File: config.mk
export PLATFORM = sky130hd
export DESIGN_NAME = imem_loader_flat
export DESIGN_NICKNAME = d
export VERILOG_FILES = /design/src/rtl/imem_loader_if.sv /design/src/rtl/imem_loader.sv /design/src/flat_wrapper.sv
export SDC_FILE = /design/constraint.sdc
export NUM_CORES = 1
export LEC_CHECK = 0
export ABC_AREA = 1
export CAP_MARGIN = 20
export CORE_UTILIZATION = 24
export CTS_CLUSTER_SIZE = 16
export DETAILED_ROUTE_END_ITERATION = 6
export PLACE_DENSITY = 0.44
export SETUP_SLACK_MARGIN = 0.3
export SLEW_MARGIN = 0
export SYNTH_ARGS = -nofsm -noshare
export SYNTH_HDL_FRONTEND = slang
export SYNTH_SLANG_ARGS = --single-unit
File: constraint.sdc
create_clock -name clk -period 4.5 [get_ports clk]
set_input_delay 0.9 -clock clk [delete_from_list [all_inputs] [get_ports clk]]
set_output_delay 0.9 -clock clk [all_outputs]
set_load 0.01 [all_outputs]
File: src/rtl/imem_loader_if.sv
`default_nettype none
// ============================================================================
// Module      : imem_loader_if
// Description : Signal bundle between the boot image loader, the host byte
//               link and the instruction memory write port.
//               Byte link   : rx_valid / rx_data (in to loader), rx_ready (out)
//               Memory port : imem_we / imem_addr / imem_wdata (out)
//               Status      : cpu_hold / done / error (out)
//               slave  modport : the loader side
//               master modport : the host / memory / system side
// Revision    : 1.0 - initial release
// ============================================================================
interface imem_loader_if #(
    parameter int ADDR_W = 32
);
    logic              rx_valid;
    logic [7:0]        rx_data;
    logic              rx_ready;
    logic              imem_we;
    logic [ADDR_W-1:0] imem_addr;
    logic [31:0]       imem_wdata;
    logic              cpu_hold;
    logic              done;
    logic              error;

    modport slave (
        input  rx_valid, rx_data,
        output rx_ready, imem_we, imem_addr, imem_wdata, cpu_hold, done, error
    );

    modport master (
        output rx_valid, rx_data,
        input  rx_ready, imem_we, imem_addr, imem_wdata, cpu_hold, done, error
    );
endinterface
`default_nettype wire

File: src/rtl/imem_loader.sv
`default_nettype none
// ============================================================================
// Module      : imem_loader
// Description : Boot-time instruction memory writer. Receives a program image
//               as a byte stream (count lo/hi, N little-endian words, XOR
//               checksum byte), writes each assembled word to consecutive
//               word addresses and holds the CPU in reset until the image is
//               loaded and its checksum verified.
// Ports       : clk   - rising-edge clock
//               reset - asynchronous, active-high reset
//               bus   - imem_loader_if.slave (byte link, memory write port,
//                       cpu_hold / done / error status)
// Revision    : 1.0 - initial release
// ============================================================================
module imem_loader #(
    parameter int DEPTH  = 8,
    parameter int ADDR_W = 32
) (
    input  logic         clk,
    input  logic         reset,
    imem_loader_if.slave bus
);
    localparam int IDX_W = $clog2(DEPTH) + 1;

    typedef enum logic [2:0] {
        S_HDR_LO = 3'd0,
        S_HDR_HI = 3'd1,
        S_DATA   = 3'd2,
        S_CHECK  = 3'd3,
        S_DONE   = 3'd4,
        S_ERROR  = 3'd5
    } state_t;

    state_t            r_state;
    state_t            w_next;

    logic [7:0]        r_cnt_lo;
    logic [15:0]       r_count;
    logic [IDX_W-1:0]  r_word_idx;
    logic [1:0]        r_byte_cnt;
    logic [23:0]       r_word;      // first three bytes; the 4th goes straight out
    logic [7:0]        r_csum;
    logic              r_we;
    logic [ADDR_W-1:0] r_addr;
    logic [31:0]       r_wdata;

    logic              w_rx_ready;
    logic              w_accept;
    logic              w_last_word;
    logic [15:0]       w_hdr_count;

    assign w_hdr_count = {bus.rx_data, r_cnt_lo};
    assign w_last_word = ((16'(r_word_idx) + 16'd1) == r_count);

    // Ready is a pure state decode, additionally masked while reset is held
    // so nothing is offered as accepted before the loader is running.
    assign w_rx_ready = !reset && ((r_state == S_HDR_LO) || (r_state == S_HDR_HI) ||
                                   (r_state == S_DATA)   || (r_state == S_CHECK));
    assign w_accept   = bus.rx_valid && w_rx_ready;

    // ------------------------------------------------------------------------
    // State register
    // ------------------------------------------------------------------------
    always_ff @(posedge clk or posedge reset) begin
        if (reset) begin
            r_state <= S_HDR_LO;
        end else begin
            r_state <= w_next;
        end
    end

    // ------------------------------------------------------------------------
    // Next-state logic
    // ------------------------------------------------------------------------
    always_comb begin
        w_next = r_state;
        case (r_state)
            S_HDR_LO: begin
                if (w_accept) w_next = S_HDR_HI;
            end
            S_HDR_HI: begin
                if (w_accept) begin
                    if (w_hdr_count == 16'd0)
                        w_next = S_CHECK;
                    else if (w_hdr_count > 16'(DEPTH))
                        w_next = S_ERROR;
                    else
                        w_next = S_DATA;
                end
            end
            S_DATA: begin
                if (w_accept && (r_byte_cnt == 2'd3) && w_last_word) w_next = S_CHECK;
            end
            S_CHECK: begin
                if (w_accept) w_next = (bus.rx_data == r_csum) ? S_DONE : S_ERROR;
            end
            S_DONE:  w_next = S_DONE;
            S_ERROR: w_next = S_ERROR;
            default: w_next = S_ERROR;
        endcase
    end

    // ------------------------------------------------------------------------
    // Datapath: header capture, word assembly, checksum and write strobe.
    // Word index and checksum are only ever cleared by reset; a new load
    // always starts from reset so they begin at zero.
    // ------------------------------------------------------------------------
    always_ff @(posedge clk or posedge reset) begin
        if (reset) begin
            r_cnt_lo   <= 8'd0;
            r_count    <= 16'd0;
            r_word_idx <= '0;
            r_byte_cnt <= 2'd0;
            r_word     <= 24'd0;
            r_csum     <= 8'd0;
            r_we       <= 1'b0;
            r_addr     <= '0;
            r_wdata    <= 32'd0;
        end else begin
            r_we <= 1'b0;
            if (w_accept) begin
                case (r_state)
                    S_HDR_LO: r_cnt_lo <= bus.rx_data;
                    S_HDR_HI: r_count  <= w_hdr_count;
                    S_DATA: begin
                        r_csum     <= r_csum ^ bus.rx_data;
                        r_byte_cnt <= r_byte_cnt + 2'd1;
                        case (r_byte_cnt)
                            2'd0: r_word[7:0]   <= bus.rx_data;
                            2'd1: r_word[15:8]  <= bus.rx_data;
                            2'd2: r_word[23:16] <= bus.rx_data;
                            default: begin
                                r_we       <= 1'b1;
                                r_wdata    <= {bus.rx_data, r_word};
                                r_addr     <= ADDR_W'({r_word_idx, 2'b00});
                                r_word_idx <= r_word_idx + 1'b1;
                            end
                        endcase
                    end
                    default: ;
                endcase
            end
        end
    end

    assign bus.rx_ready   = w_rx_ready;
    assign bus.imem_we    = r_we;
    assign bus.imem_addr  = r_addr;
    assign bus.imem_wdata = r_wdata;
    assign bus.cpu_hold   = (r_state != S_DONE);
    assign bus.done       = (r_state == S_DONE);
    assign bus.error      = (r_state == S_ERROR);
endmodule
`default_nettype wire

File: src/flat_wrapper.sv
// flat-port wrapper written by rule: the top's interface ports become plain ports
module imem_loader_flat 
#(
    parameter int DEPTH  = 8,
    parameter int ADDR_W = 32
)
  (clk, reset, bus_rx_valid, bus_rx_data, bus_rx_ready, bus_imem_we, bus_imem_addr, bus_imem_wdata, bus_cpu_hold, bus_done, bus_error);
  imem_loader_if #(.ADDR_W(ADDR_W)) bus_i ();
  input  logic clk;
  input  logic reset;
  input wire logic [$bits(bus_i.rx_valid)-1:0] bus_rx_valid;
  input wire logic [$bits(bus_i.rx_data)-1:0] bus_rx_data;
  output wire logic [$bits(bus_i.rx_ready)-1:0] bus_rx_ready;
  output wire logic [$bits(bus_i.imem_we)-1:0] bus_imem_we;
  output wire logic [$bits(bus_i.imem_addr)-1:0] bus_imem_addr;
  output wire logic [$bits(bus_i.imem_wdata)-1:0] bus_imem_wdata;
  output wire logic [$bits(bus_i.cpu_hold)-1:0] bus_cpu_hold;
  output wire logic [$bits(bus_i.done)-1:0] bus_done;
  output wire logic [$bits(bus_i.error)-1:0] bus_error;
  assign bus_i.rx_valid = bus_rx_valid;
  assign bus_i.rx_data = bus_rx_data;
  assign bus_rx_ready = bus_i.rx_ready;
  assign bus_imem_we = bus_i.imem_we;
  assign bus_imem_addr = bus_i.imem_addr;
  assign bus_imem_wdata = bus_i.imem_wdata;
  assign bus_cpu_hold = bus_i.cpu_hold;
  assign bus_done = bus_i.done;
  assign bus_error = bus_i.error;
  imem_loader #(.DEPTH(DEPTH), .ADDR_W(ADDR_W)) u_core (.clk(clk), .reset(reset), .bus(bus_i));
endmodule
==> metrics.sh <==
FINAL_ANTENNA_NET_COUNT=0
SYNTH_TOP_CELL_BY_AREA='sky130_fd_sc_hd__dfrtp_1'
CP_COMMON_CELL='sky130_fd_sc_hd__clkdlybuf4s50_1'
CLOCK_INSERTION_DELAY_WORST_SKEW_NS=0.35
GLOBALPLACE.CONGESTION=0.735
MULTIINPUTGATEAREA_MM2=0.00165
CRITICAL_PATH_CLASS='primary input to output pin'
HOLD_PATH_END='u_core.bus.imem_wdata[10]'
CRITPATHBUFINV=2
REG2REG_FROM='u_core.r_state[2]'
LAYOUTNONFILLERINSTCOUNT=850
CRITICAL_PATH.SLOWEST_CELL='sky130_fd_sc_hd__clkdlybuf4s50_1'
CTSHOLDBUFFERS=0
CLK_SINKS=102
TOTAL_SWITCHING_POWER_uW=403
DIE_H_UM=141
POWER-PER-CELL-AREA_mW_PER_MM2=322
HP-CLASS='register to register'
YS_TOP_CELLS_BY_AREA='sky130_fd_sc_hd__dfrtp_1 (55%), sky130_fd_sc_hd__nand2_1 (16%), sky130_fd_sc_hd__o21ai_0 (5.3%), sky130_fd_sc_hd__buf_4 (4.5%), sky130_fd_sc_hd__inv_1 (3.6%)'
CTS_INSERTED_BUFFERS=9
MAX_STAGE_DELAY_NS=0.56
FINAL_NETS=601
POWER.INTERNAL_mW=1.39
DETAIL_ROUTE.WL_PER_CELL_UM=11.9
GRT_PASS1_WL_UM=16500
WORST_PATH_FANOUT_MAX=2
POST-CTS-SETUP-BUFFER-COUNT=0
ANTENNA_CELLS_INSERTED=0
CTSRESIZECOUNT=0
FINALCLOCKSKEW_NS=0.00638
TIMING.FINAL.HOLD_VIOLATIONS=0
TIMING.CRITICAL_PATH.REQUIRED_NS=3.60
WORST_HOLD_PATH.NUM_CELLS=2
DRC=0
CELLLEAKAGEPOWER_nW=2.78
YOSYS.AREA.TOP_TYPE_SHARE_PCT=55.2
IO-PIN-COUNT=80
GLOBALROUTETOTALUTIL_PCT=10.8
DP_SLACK_NS=1.49
R2R-END='u_core.bus.imem_wdata[19]'
RSZ0062_AT_GRT='false'
PWR-SHARE-CLK_PCT=44.0
CRIT_PATH_CELL_CHAIN='clkdlybuf4s50_1 -> nor2_2 -> clkdlybuf4s50_1'
VIAS=3414
SYNTH-SEQ-CELLS=102
PLACED_CELLS=833
TIGHTESTPINTRANSITION_NS=0.863
FINAL_LAYOUT_SIZE_SUFFIX_GT1_SHARE_PCT=5.42
TOTAL_GRT_OVERFLOW=0
SEQ_POWER_SHARE_PCT=51.7
FF2FF_PATH_DEPTH=7
SYNTHESIS.AREA_MM2=0.00463
FF2FF_SETUP_SLACK_NS=2.44
STARTPOINT_TYPE='primary input'
P_COMB_SHARE_PCT=4.4
POWER.SWITCHING_FRACTION_PCT=22.5
VIA_PER_INST=4.02
DPL.HPWL_UM=6990
DATA_ARRIVAL_TIME_AT_THE_WORST_SLACK_ENDPOINT_NS=2.10
CLK_PATH_BUF_DEPTH=2
MAX-CAP-VIOLATIONS=0
CELL_TYPE_GROUP_WITH_THE_LARGEST_TOTAL_DELAY_ON_THE_CRITICAL_PATH='buffers and inverters'
WORST_SETUP_HOLD_PATH_CLK_SLEW_NS=0.06
SETUP_VIOL=0
DIE_X_UM=141
POST_SYNTH.CELL_AREA_AVG_UM2=8.62
TOTALWIRELENGTH_UM=10100
ROWS=50
HTREEDEPTH=3
WORST_SETUP_PATH_END_KIND='output pin'
AREAGROWTHSYNTHTOFINISH_PCT=20.3
TIMING.FINAL.CRIT_SHARE_PCT=66.7
DRT_ITER0_DRC=146
COREAREA_MM2=0.0188
FINAL_CRITICAL_PATH_SETUP_SLACK_NS=1.50
FIN_SETUP_TNS_NS=0
TIMING.FINAL.MAX_SLEW_VIOLATIONS=0
NUMBER_OF_WARNINGS_PRINTED_DURING_YOSYS_SYNTHESIS=0
GRT_START_MAX_NET_PINS=85
REGISTER_AREA_MM2=0.00255
CTS-ROOT-BUF='sky130_fd_sc_hd__clkbuf_16'
NUM-FILL-CELLS=1972
GRT_PASS1_VIAS=3354
MAX_FREQ_MHz=333
WORST_SLEW_MARGIN_REL_PCT=42.3
FLOORPLAN.INITIALDENSITY_PCT=24.6
PLACE.PORT_BUFFERS=51
DRT_FIRST_PASS_ITERS=4
SYNTH.YOSYS.SEQ_AREA_SHARE_PCT=55.2
RUN_STATUS='finished clean'
DIE-AREA_MM2=0.0198
POST_SYNTHESIS_CELL_COUNT=537
GRT_ANTENNA_BEFORE_REPAIR=0
YOSYSUNIQUECELLTYPES=27
VDD_IR_DROP_MAX_uV=182
HOLD_PATH.STARTPOINT='u_core.r_word[10]'
TRITONCTS_CLOCK_TREE='yes'
FINALCRITICALPERIOD_NS=3.00
## synth_stat cells
master	n
sky130_fd_sc_hd__o21ai_0	49
sky130_fd_sc_hd__nand2_4	4
sky130_fd_sc_hd__nor2_8	1
sky130_fd_sc_hd__nand3_1	10
sky130_fd_sc_hd__dfrtp_1	102
sky130_fd_sc_hd__mux2_2	1
sky130_fd_sc_hd__buf_4	28
sky130_fd_sc_hd__clkbuf_1	2
sky130_fd_sc_hd__a21boi_0	1
sky130_fd_sc_hd__nor2_2	1
sky130_fd_sc_hd__nand2_8	1
sky130_fd_sc_hd__clkinv_4	1
sky130_fd_sc_hd__conb_1	1
sky130_fd_sc_hd__buf_6	9
sky130_fd_sc_hd__nor3_2	1
sky130_fd_sc_hd__nor3_1	2
sky130_fd_sc_hd__ha_1	5
sky130_fd_sc_hd__nand4_1	3
sky130_fd_sc_hd__nand2_1	203
sky130_fd_sc_hd__nor2_1	32
sky130_fd_sc_hd__inv_2	3
sky130_fd_sc_hd__a21oi_1	10
sky130_fd_sc_hd__xor2_1	2
sky130_fd_sc_hd__o21ai_1	15
sky130_fd_sc_hd__buf_2	5
sky130_fd_sc_hd__o211a_1	1
sky130_fd_sc_hd__inv_1	44
## registers in the layout, summed over array words and instances (netlist names)
name and cells:
u_core.r_cnt_lo 8, u_core.bus.imem_wdata 32, u_core.r_byte_cnt 2, u_core.r_count 16, u_core.r_csum 8, u_core.r_state 3
u_core.bus.imem_addr 4, u_core.r_word_idx 4, u_core.r_word 24, u_core.bus.imem_we 1
## power groups by stage
stage / sequential (mW) / combinational, mW / clock, mW
4_1_cts: 0.924 / 0.0775 / 0.815
3_3_place_gp: 0.942 / 0.0753 / 0
2_1_floorplan: 0.942 / 0.0636 / 0
6_report: 0.925 / 0.0780 / 0.787
3_5_place_dp: 0.942 / 0.0776 / 0
5_1_grt: 0.924 / 0.0890 / 0.851
## metal layers
metal	global-route usage, %	vias up	routed length [µm]
li1	-	1710	-
met1	14.0	1621	4920
met2	17.3	71	4610
met3	2.17	12	394
met4	5.32	0	179
met5	0	-	0
## stage by stage
step | power [mW] | hold WS, ns | area [µm²] | utilization, %
after floorplan | 1.01 | 0.442 | 4730 | -
after global placement | 1.02 | 0.462 | 5240 | 27.8
after detailed placement | 1.02 | 0.458 | 5240 | 27.8
after CTS | 1.82 | 0.475 | 5540 | 29.4
after global routing | 1.86 | 0.496 | 5570 | 29.6
final | 1.79 | 0.473 | 5570 | 29.6
## kinds of logic (layout without fill, tap and decap cells)
family	Yosys count	after routing	synth area share, %
flip-flops	102	102	55.2
XOR/XNOR	2	2	0.379
AO/OA/AOI/OAI	76	76	8.38
adder cells (fa/ha/maj)	5	5	1.35
other	1	28	0.0810
multiplexers	1	1	0.243
AND/OR/NAND/NOR	258	258	23.0
buffers and inverters	92	118	11.4
## worst min-delay path, stage by stage (launching register included)
cell and delay (ns):
sky130_fd_sc_hd__dfrtp_1 0.34, sky130_fd_sc_hd__nand2_1 0.05, sky130_fd_sc_hd__nand2_1 0.05
## cell type report
type	count	share of cell area (%)
Tap cell	260	5.84
Sequential cell	102	45.9
Multi-Input combinational cell	370	29.6
Timing Repair Buffer	54	9.93
Clock inverter	5	1.06
Clock buffer	11	4.36
Inverter	48	3.37
## cell usage in the layout (no fill, tap or decap)
master	netlist	layout
sky130_fd_sc_hd__nand2_8	1	1
sky130_fd_sc_hd__a21oi_1	10	10
sky130_fd_sc_hd__clkbuf_16	0	9
sky130_fd_sc_hd__dfrtp_1	102	102
sky130_fd_sc_hd__clkinv_2	0	1
sky130_fd_sc_hd__mux2_2	1	1
sky130_fd_sc_hd__nand2_4	4	4
sky130_fd_sc_hd__nand2_1	203	203
sky130_fd_sc_hd__clkinv_4	1	2
sky130_fd_sc_hd__nor2_2	1	1
sky130_fd_sc_hd__buf_4	28	2
sky130_fd_sc_hd__ha_1	5	5
sky130_fd_sc_hd__clkbuf_8	0	1
sky130_fd_sc_hd__o21ai_1	15	15
sky130_fd_sc_hd__inv_4	0	1
sky130_fd_sc_hd__inv_1	44	43
sky130_fd_sc_hd__o211a_1	1	1
sky130_fd_sc_hd__o21ai_0	49	49
sky130_fd_sc_hd__clkbuf_1	2	1
sky130_fd_sc_hd__a21boi_0	1	1
sky130_fd_sc_hd__nand4_1	3	3
sky130_fd_sc_hd__nor3_2	1	1
sky130_fd_sc_hd__bufinv_16	0	1
sky130_fd_sc_hd__nor3_1	2	2
sky130_fd_sc_hd__nor2_8	1	1
sky130_fd_sc_hd__clkinvlp_4	0	2
sky130_fd_sc_hd__conb_1	1	28
sky130_fd_sc_hd__xor2_1	2	2
sky130_fd_sc_hd__inv_2	3	3
sky130_fd_sc_hd__nor2_1	32	32
sky130_fd_sc_hd__buf_16	0	1
sky130_fd_sc_hd__nand3_1	10	10
sky130_fd_sc_hd__clkdlybuf4s50_1	0	51
## worst max path at each step
stage | to | slack (ns) | from | cells past startpoint
floorplan | u_core.bus.imem_addr[2] | 0.92 | reset | 1
global placement | bus_rx_ready | 1.49 | reset | 3
detailed placement | bus_rx_ready | 1.49 | reset | 3
CTS | bus_rx_ready | 1.49 | reset | 3
global route | bus_rx_ready | 1.45 | reset | 3
finish | bus_rx_ready | 1.50 | reset | 3
Note: power is estimated with default switching activity, not from simulation.
